==> src/rtl/ieee754_div_prep_pkg.sv <==
// ieee754_div_prep_pkg
// Shared widths, IEEE754 single-precision constants, the operand class enum
// and the FIFO entry layout used by the divider operand preparation stage.
`timescale 1ns/1ps
package ieee754_div_prep_pkg;
    localparam int N  = 32;          // total word width
    localparam int M  = 23;          // fraction width
    localparam int EW = N - M - 1;   // exponent width

    localparam logic [N-1:0]  QNAN    = 32'h7FC0_0000;
    localparam logic [EW-1:0] EXP_MAX = '1;

    typedef enum logic [2:0] {ZERO, SUB, NORM, INF, NAN} cls_e;

    typedef struct packed {
        logic [N-1:0] op_a;
        logic [N-1:0] op_b;
        logic         bypass;
        logic [N-1:0] byp_result;
        logic         invalid;
        logic         divzero;
        logic         denorm;
    } entry_t;
endpackage

==> src/rtl/ieee754_div_prep_if.sv <==
// ieee754_div_prep_if
// Operand-in / entry-out handshake bundle of the divider prep stage.
//   master : operand producer + entry consumer (drives s_valid, a, b, m_ready)
//   slave  : the prep stage itself
`timescale 1ns/1ps
interface ieee754_div_prep_if import ieee754_div_prep_pkg::*; ();
    logic         s_valid;
    logic         s_ready;
    logic [N-1:0] a;
    logic [N-1:0] b;
    logic         m_valid;
    logic         m_ready;
    logic [N-1:0] op_a;
    logic [N-1:0] op_b;
    logic         bypass;
    logic [N-1:0] byp_result;
    logic         flg_invalid;
    logic         flg_divzero;
    logic         flg_denorm;
    logic [15:0]  byp_count;

    modport master (
        output s_valid, a, b, m_ready,
        input  s_ready, m_valid, op_a, op_b, bypass, byp_result,
               flg_invalid, flg_divzero, flg_denorm, byp_count
    );

    modport slave (
        input  s_valid, a, b, m_ready,
        output s_ready, m_valid, op_a, op_b, bypass, byp_result,
               flg_invalid, flg_divzero, flg_denorm, byp_count
    );
endinterface

==> src/rtl/ieee754_div_prep_classify.sv <==
// ieee754_classify
// Combinational classifier for one IEEE754 operand.
//   x       : operand word
//   cls     : ZERO / SUB / NORM / INF / NAN
//   flushed : operand with subnormals replaced by a zero of the same sign
`timescale 1ns/1ps
module ieee754_classify
    import ieee754_div_prep_pkg::*;
(
    input  logic [N-1:0] x,
    output cls_e         cls,
    output logic [N-1:0] flushed
);
    logic [EW-1:0] expo;
    logic [M-1:0]  frac;

    assign expo = x[N-2:M];
    assign frac = x[M-1:0];

    always_comb begin
        cls = NORM;
        if (expo == '0)
            cls = (frac == '0) ? ZERO : SUB;
        else if (expo == EXP_MAX)
            cls = (frac == '0) ? INF : NAN;
    end

    assign flushed = (cls == SUB) ? {x[N-1], {(N-1){1'b0}}} : x;
endmodule

==> src/rtl/ieee754_div_prep.sv <==
// ieee754_div_prep
// Operand preparation ahead of the single-precision divider. Classifies both
// operands, resolves NaN/inf/zero/divide-by-zero locally, flushes subnormals
// and queues every result in a 2-entry in-order FIFO.
//   clk, rst_n : clock, asynchronous active-low reset
//   bus        : slave side of ieee754_div_prep_if (operand in, entry out,
//                saturating byp_count of bypassed entries)
`timescale 1ns/1ps
module ieee754_div_prep
    import ieee754_div_prep_pkg::*;
(
    input  logic                     clk,
    input  logic                     rst_n,
    ieee754_div_prep_if.slave        bus
);
    cls_e         cls_a, cls_b;
    logic [N-1:0] fl_a, fl_b;

    ieee754_classify u_cls_a (.x(bus.a), .cls(cls_a), .flushed(fl_a));
    ieee754_classify u_cls_b (.x(bus.b), .cls(cls_b), .flushed(fl_b));

    // Subnormals count as zero everywhere after the flush.
    logic a_zero, b_zero, a_inf, b_inf, a_nan, b_nan, a_norm, sgn;
    assign a_zero = (cls_a == ZERO) || (cls_a == SUB);
    assign b_zero = (cls_b == ZERO) || (cls_b == SUB);
    assign a_inf  = (cls_a == INF);
    assign b_inf  = (cls_b == INF);
    assign a_nan  = (cls_a == NAN);
    assign b_nan  = (cls_b == NAN);
    assign a_norm = (cls_a == NORM);
    assign sgn    = bus.a[N-1] ^ bus.b[N-1];

    entry_t nxt;

    always_comb begin
        nxt            = '0;
        nxt.op_a       = fl_a;
        nxt.op_b       = fl_b;
        nxt.denorm     = (cls_a == SUB) || (cls_b == SUB);
        if (a_nan || b_nan) begin
            nxt.bypass     = 1'b1;
            nxt.byp_result = QNAN;
            nxt.invalid    = 1'b1;
        end else if ((a_zero && b_zero) || (a_inf && b_inf)) begin
            nxt.bypass     = 1'b1;
            nxt.byp_result = QNAN;
            nxt.invalid    = 1'b1;
        end else if (a_norm && b_zero) begin
            nxt.bypass     = 1'b1;
            nxt.byp_result = {sgn, EXP_MAX, {M{1'b0}}};
            nxt.divzero    = 1'b1;
        end else if (a_inf) begin
            // b is finite here: NaN and inf/inf were caught above.
            nxt.bypass     = 1'b1;
            nxt.byp_result = {sgn, EXP_MAX, {M{1'b0}}};
        end else if (a_zero || b_inf) begin
            nxt.bypass     = 1'b1;
            nxt.byp_result = {sgn, {(N-1){1'b0}}};
        end
    end

    // 2-entry FIFO
    entry_t      mem [0:1];
    logic        wr_ptr, rd_ptr;
    logic [1:0]  count;
    logic [15:0] byp_cnt;
    logic        push, pop;

    assign bus.s_ready = (count != 2'd2);
    assign bus.m_valid = (count != 2'd0);
    assign push        = bus.s_valid && bus.s_ready;
    assign pop         = bus.m_valid && bus.m_ready;

    always_ff @(posedge clk or negedge rst_n) begin
        if (!rst_n) begin
            for (int i = 0; i < 2; i++) mem[i] <= '0;
            wr_ptr  <= 1'b0;
            rd_ptr  <= 1'b0;
            count   <= 2'd0;
            byp_cnt <= 16'd0;
        end else begin
            if (push) begin
                mem[wr_ptr] <= nxt;
                wr_ptr      <= ~wr_ptr;
                if (nxt.bypass && (byp_cnt != 16'hFFFF))
                    byp_cnt <= byp_cnt + 16'd1;
            end
            if (pop)
                rd_ptr <= ~rd_ptr;
            case ({push, pop})
                2'b10:   count <= count + 2'd1;
                2'b01:   count <= count - 2'd1;
                default: count <= count;
            endcase
        end
    end

    entry_t head;
    assign head            = mem[rd_ptr];
    assign bus.op_a        = head.op_a;
    assign bus.op_b        = head.op_b;
    assign bus.bypass      = head.bypass;
    assign bus.byp_result  = head.byp_result;
    assign bus.flg_invalid = head.invalid;
    assign bus.flg_divzero = head.divzero;
    assign bus.flg_denorm  = head.denorm;
    assign bus.byp_count   = byp_cnt;
endmodule

==> src/flat_wrapper.sv <==
// flat-port wrapper written by rule: the top's interface ports become plain ports
module ieee754_div_prep_flat import ieee754_div_prep_pkg::*;
  (clk, rst_n, bus_s_valid, bus_a, bus_b, bus_m_ready, bus_s_ready, bus_m_valid, bus_op_a, bus_op_b, bus_bypass, bus_byp_result, bus_flg_invalid, bus_flg_divzero, bus_flg_denorm, bus_byp_count);
  ieee754_div_prep_if bus_i ();
  input  logic clk;
  input  logic rst_n;
  input wire logic [$bits(bus_i.s_valid)-1:0] bus_s_valid;
  input wire logic [$bits(bus_i.a)-1:0] bus_a;
  input wire logic [$bits(bus_i.b)-1:0] bus_b;
  input wire logic [$bits(bus_i.m_ready)-1:0] bus_m_ready;
  output wire logic [$bits(bus_i.s_ready)-1:0] bus_s_ready;
  output wire logic [$bits(bus_i.m_valid)-1:0] bus_m_valid;
  output wire logic [$bits(bus_i.op_a)-1:0] bus_op_a;
  output wire logic [$bits(bus_i.op_b)-1:0] bus_op_b;
  output wire logic [$bits(bus_i.bypass)-1:0] bus_bypass;
  output wire logic [$bits(bus_i.byp_result)-1:0] bus_byp_result;
  output wire logic [$bits(bus_i.flg_invalid)-1:0] bus_flg_invalid;
  output wire logic [$bits(bus_i.flg_divzero)-1:0] bus_flg_divzero;
  output wire logic [$bits(bus_i.flg_denorm)-1:0] bus_flg_denorm;
  output wire logic [$bits(bus_i.byp_count)-1:0] bus_byp_count;
  assign bus_i.s_valid = bus_s_valid;
  assign bus_i.a = bus_a;
  assign bus_i.b = bus_b;
  assign bus_i.m_ready = bus_m_ready;
  assign bus_s_ready = bus_i.s_ready;
  assign bus_m_valid = bus_i.m_valid;
  assign bus_op_a = bus_i.op_a;
  assign bus_op_b = bus_i.op_b;
  assign bus_bypass = bus_i.bypass;
  assign bus_byp_result = bus_i.byp_result;
  assign bus_flg_invalid = bus_i.flg_invalid;
  assign bus_flg_divzero = bus_i.flg_divzero;
  assign bus_flg_denorm = bus_i.flg_denorm;
  assign bus_byp_count = bus_i.byp_count;
  ieee754_div_prep u_core (.clk(clk), .rst_n(rst_n), .bus(bus_i));
endmodule
==> config.mk <==
export PLATFORM = sky130hd
export DESIGN_NAME = ieee754_div_prep_flat
export DESIGN_NICKNAME = d
export VERILOG_FILES = /design/src/rtl/ieee754_div_prep_pkg.sv /design/src/rtl/ieee754_div_prep_if.sv /design/src/rtl/ieee754_div_prep_classify.sv /design/src/rtl/ieee754_div_prep.sv /design/src/flat_wrapper.sv
export SDC_FILE = /design/constraint.sdc
export NUM_CORES = 1
export LEC_CHECK = 0
export ABC_AREA = 0
export CORE_ASPECT_RATIO = 0.5
export CORE_MARGIN = 3
export CORE_UTILIZATION = 40
export CTS_CLUSTER_SIZE = 28
export DETAILED_ROUTE_END_ITERATION = 10
export PLACE_DENSITY = 0.67
export SLEW_MARGIN = 25
export SYNTH_ARGS = -nofsm -noshare
export SYNTH_HDL_FRONTEND = slang
export SYNTH_SLANG_ARGS = --single-unit
==> constraint.sdc <==
create_clock -name clk -period 5.1 [get_ports clk]
set_clock_uncertainty 0.15 [all_clocks]
set_input_delay 0.51 -clock clk [delete_from_list [all_inputs] [get_ports clk]]
set_output_delay 0.51 -clock clk [all_outputs]
set_load 0.1 [all_outputs]
=== After elaboration in Yosys (flattened, before gate mapping) ===
Index checks and enable logic that the tools add are counted.

* Output and inout port bits: 118
* Bits in read-only memories: 0
* Bits in writable memories: 0
* Register bits after elaboration: 220
* Latch bits: 0
* Memories: 0

* Shift-type cells: 0
* Mux-type cells: 26
* Bitwise operators: 5
* Reductions and logical operators: 22
* Multiply operators: 0
* Divide/modulo/power cells: 0
* Order comparisons: 3
* Add/subtract/negate cells: 3
* Eq/ne operators: 13

{| class="wikitable"
|+ Operator list
! operator !! count
|-
| 100-bit two-way mux || 4
|-
| 200-bit bitwise mux || 1
|-
| 33-bit two-way mux || 4
|-
| 100-bit demux with 1-bit select || 1
|-
| 31-bit two-way mux || 2
|-
| 23-bit logical NOT || 2
|-
| 34-bit two-way mux || 1
|-
| 3-bit two-way mux || 6
|-
| 16-bit by 1-bit adder with 16-bit output (second input constant) || 1
|-
| 8-bit equality test (second input constant) || 2
|-
| 8-bit logical NOT || 2
|-
| 16-bit != test (second input constant) || 1
|-
| 3-bit by 2-bit equality test with 1-bit output (second input constant) || 3
|-
| 1-bit logical AND || 7
|-
| 3-bit by 1-bit equality test with 1-bit output (second input constant) || 2
|-
| 3-bit equality test (second input constant) || 2
|-
| 3-bit logical NOT || 2
|-
| 1-bit logical OR || 6
|-
| 1-bit two-way mux || 6
|-
| 2-bit greater-or-equal comparator (second input constant) || 2
|-
| 1-bit NOT with 2-bit output || 2
|-
| 2-bit one-hot mux with 2 select lines || 1
|-
| 2-bit nonzero test || 2
|-
| 2-bit by 1-bit adder with 2-bit output (second input constant) || 1
|-
| other kinds (8) || 9
|}

=== Longest topological paths before layout ===
* Depth after elaboration: 14
* Gate-level depth with buffers: 8
* Mapped depth without buffers: 6

=== Hierarchy ===
From an unflattened synthesis, not the netlist that was laid out.

* Cells, all modules: 627
* Area, all modules: 7,966.4 µm²

{| class="wikitable"
|+ By module, submodules not included
! module !! area each (µm²) !! cells each !! instances !! seq. area each (µm²)
|-
| ieee754_div_prep || 7,320.8 || 523 || 1 || 4,003.8
|-
| ieee754_classify || 322.8 || 52 || 2 || 0.0
|}

=== Worst setup path after synthesis ===
No wires, ideal clock.

* Path kind: reg-to-reg
* Start point: register u_core.byp_cnt[0] (netlist: u_core.bus.byp_count[0])
* End point: register u_core.byp_cnt[1] (netlist: u_core.bus.byp_count[1])
* Slack: 2,489 ps
* Buffers on the path: 0
* Data required time: 4,824 ps
* Arrival time: 2,335 ps
* Library setup time: 126 ps
* Period minus slack after synthesis: 2,611 ps
* Stages on the path, launching flop included: 7
* Cell sequence: dfrtp_1 ha_1 nand3_1 nor3_2 nand2_1 nand2_2 mux2_4

* Word-level cells in the longest chain between the ends: 3

{| class="wikitable"
|+ RTL lines
! what !! RTL line !! source
|-
| from (decl) || ieee754_div_prep.sv:66 || <nowiki>logic [15:0] byp_cnt;</nowiki>
|-
| from (signal assigned) || ieee754_div_prep.sv:86 || <nowiki>byp_cnt <= byp_cnt + 16'd1;</nowiki>
|-
| branches (longest 3 deep; another with 16-bit by 1-bit adder with 16-bit output) || - ||
|}

Several ways; the timed one is not identified.
A chain may end at the register's enable or synchronous reset.

=== Worst setup path after layout ===
* Start point: register u_core.rd_ptr
* End point: output port bus_byp_result[24]

* Word-level cells in the longest chain between the ends: 4

{| class="wikitable"
|+ RTL lines
! what !! RTL line !! source
|-
| from (decl) || ieee754_div_prep.sv:64 || <nowiki>logic wr_ptr, rd_ptr;</nowiki>
|-
| from (signal assigned) || ieee754_div_prep.sv:89 || <nowiki>rd_ptr <= ~rd_ptr;</nowiki>
|-
| 1-bit NOT with 2-bit output (not written as such) || ieee754_div_prep.sv:99 || <nowiki>assign head = mem[rd_ptr];</nowiki>
|-
| 100-bit two-way mux (not written as such) (3 in series) || ieee754_div_prep.sv:99 ||
|-
| to (decl) || flat_wrapper.sv:16 || <nowiki>output wire logic [$bits(bus_i.byp_result)-1:0] bus_byp_result;</nowiki>
|}

No other way between the ends. The select of a mux whose other input is x is not followed.

==> reports/metrics.cfg <==
[yosys]
synth-edff-count=0
synth.cell_area_um2=7525
syn_avg_cell_area_um2=9.722
postSynthRegisterBits=160
yosys_most_used_dff=dfrtp_1
synth_sequential_area_ratio_pct=53.21
async_reset_ff_share_pct=100.0
synthesis.instances=774
yosys.cell_types.count=43
yosys_warnings=0

[die]
die_w_um=200.0
die_height_um=103.0
start_util_pct=42.01
io_pins=186
floorplan.rows=34
core_area_um2=17910
die_area_um2=20590

[cts]
cts_max_path_buffers=2
post_cts_resized=0
postCtsHoldBufs=1
tritoncts=built
cts_setup_buffers=0
clk_pin_slew_worst_paths_ns=0.07
cts_sinks=160
cts-root-buf=clkbuf_16
number_of_clock_buffers_inserted_by_tritoncts=17
cts-htree-levels=4
clock_latency_ns=0.41

[timing]
fin_crit_share_pct=71.04
worst_slew_margin_rel_pct=31.11
finalCriticalPeriod_ns=3.623
hold_viol_final=0
rsz0062_at_grt=false
fin_setup_tns_ns=0
report.final.setup_viol=0
timing_worst_slew_pin_value_ns=1.030
final-max-slew-violation-count=0
maximum_clock_frequency_mhz=276.0

[drt]
wire_per_inst_um=15.95
totalWireLength_um=18690
drt_drc_violations_left=0
route.antenna.remaining_nets=0
drtPass1Iterations=5
dr_total_vias=5739
post_drt_via_cell_ratio=4.897
drt_iter0_markers=195

[layout]
insertedDiodeCount=0
area.growth.synth_to_final_pct=31.14
fillCellCount=1608
multi_input_area_um2=3177
final_layout_size_suffix_gt1_share_pct=13.48
nets=979
layout.area.seq_um2=4008
commonest_non_fill_non_tap_cells_in_the_layout=nand2_1 (267), clkdlybuf4s50_1 (162), dfrtp_1 (159)
mostFrequentLayoutCell=nand2_1

[critical_path]
launch_point_of_the_worst_path=u_core.rd_ptr
regToRegStartpoint=u_core.count[0]
cp_data_arrival_time_ns=2.96
path_class=reg2out
critical_path.startpoint_type=flop
critical_path.endpoint_type=output port
crit_path_max_fanout=41
timing.critical_path.required_ns=4.44

[placement]
hpwl_um=12520
place.port_buffers=163
gpl.final_weighted_congestion=0.7635

[status]
status=finished, final reports clean

[global_route]
grt_pass1_vias=5751
grt_overflow=0
initial_antenna_violation_count=0
tot_gr_track_use_pct=18.46
grt_pass1_wl_um=29810
grt_start_max_net_pins=97

[flow_run]
drv.max_cap_violation_count=0

[min_path]
hold_path_startpoint=u_core.mem[165]
hold_path_class=reg2reg

metal layers:
metal	up-vias	GRT usage, %	routed length (µm)
met4	0	4.071	106
met3	10	3.493	726
met1	2808	25.44	8988
met5	-	0	0
li1	2813	-	-
met2	108	30.80	8869
stage by stage:
stage                     cells  cell area, µm²  util, %  setup slack (ns)  hold WS, ns
after floorplan             795            7604        -             2.489      0.06441
after global placement     1139            9165    51.17             1.749       0.3015
after detailed placement   1139            9170    51.20             1.733       0.3068
after CTS                  1170            9828    54.88             1.265       0.3253
after global routing       1172            9868    55.10             1.380       0.3432
final                      1172            9868    55.10             1.477       0.3178
cell type report:
| class | count | share of cell area (%) |
|---|---|---|
| tap | 252 | 3.195 |
| clock buffer | 20 | 4.425 |
| clock inverter | 10 | 2.143 |
| multi-input combinational | 559 | 32.19 |
| timing repair buffer | 171 | 17.43 |
| sequential | 160 | 40.61 |
synth_stat cells, types with 2 or more instances:
master / number / area (µm²)
buf_2: 14 / 70.07
o21ai_1: 14 / 70.07
buf_4: 31 / 232.7
and3_1: 5 / 31.28
or2_1: 3 / 18.77
buf_6: 4 / 45.04
and4_1: 2 / 17.52
mux2_2: 72 / 810.8
nand4_1: 11 / 68.82
o22a_1: 2 / 17.52
dfrtp_1: 160 / 4004
nor3_1: 3 / 15.01
nor2_1: 5 / 18.77
ha_1: 2 / 25.02
o31ai_1: 2 / 15.01
xnor2_1: 17 / 148.9
nand2_1: 267 / 1002
a31oi_1: 2 / 12.51
o21bai_1: 2 / 15.01
nor4_1: 14 / 87.58
xor2_1: 3 / 26.28
clkbuf_1: 27 / 101.4
o21ai_0: 83 / 415.4
nand3_1: 10 / 50.05
path summary, 6_finish.rpt:
check / endpoint / cells after the start / slack (ns)
setup / recovery: bus_byp_result[24] / 3 / 1.48
hold / removal: u_core.mem[165] / 2 / 0.32
setup reg to reg: u_core.mem[189] / 6 / 2.74
hold reg to reg: u_core.mem[165] / 2 / 0.32
max in group asynchronous: u_core.rd_ptr / 3 / 3.18
min in group asynchronous: u_core.mem[95] / 2 / 0.48
state kept, by name, summed over array words and instances, names as in the netlist:
register,cells
u_core.mem,140
u_core.rd_ptr,1
u_core.count,2
u_core.bus.byp_count,16
u_core.wr_ptr,1
critical path, cell delays in order (launching register included):
cell,delay (ns)
dfrtp_4,0.76
buf_12,0.32
mux2_2,0.29
clkdlybuf4s50_1,1.15
cells by family after synthesis:
kind of cell               Yosys count  share of synthesized area (%)
AOI/OAI and AO/OA                  111                          8.497
xor gates and xnor gates            20                          2.328
adders and majority gates            2                         0.3325
buffers and inverters               76                          5.969
DFF                                160                          53.21
muxes                               73                          10.97
other                                1                        0.04984
and+or+nand+nor                    331                          18.64
Power is not shown: default switching activity piles up to over one toggle a cycle in this logic, so the estimate is an artifact.
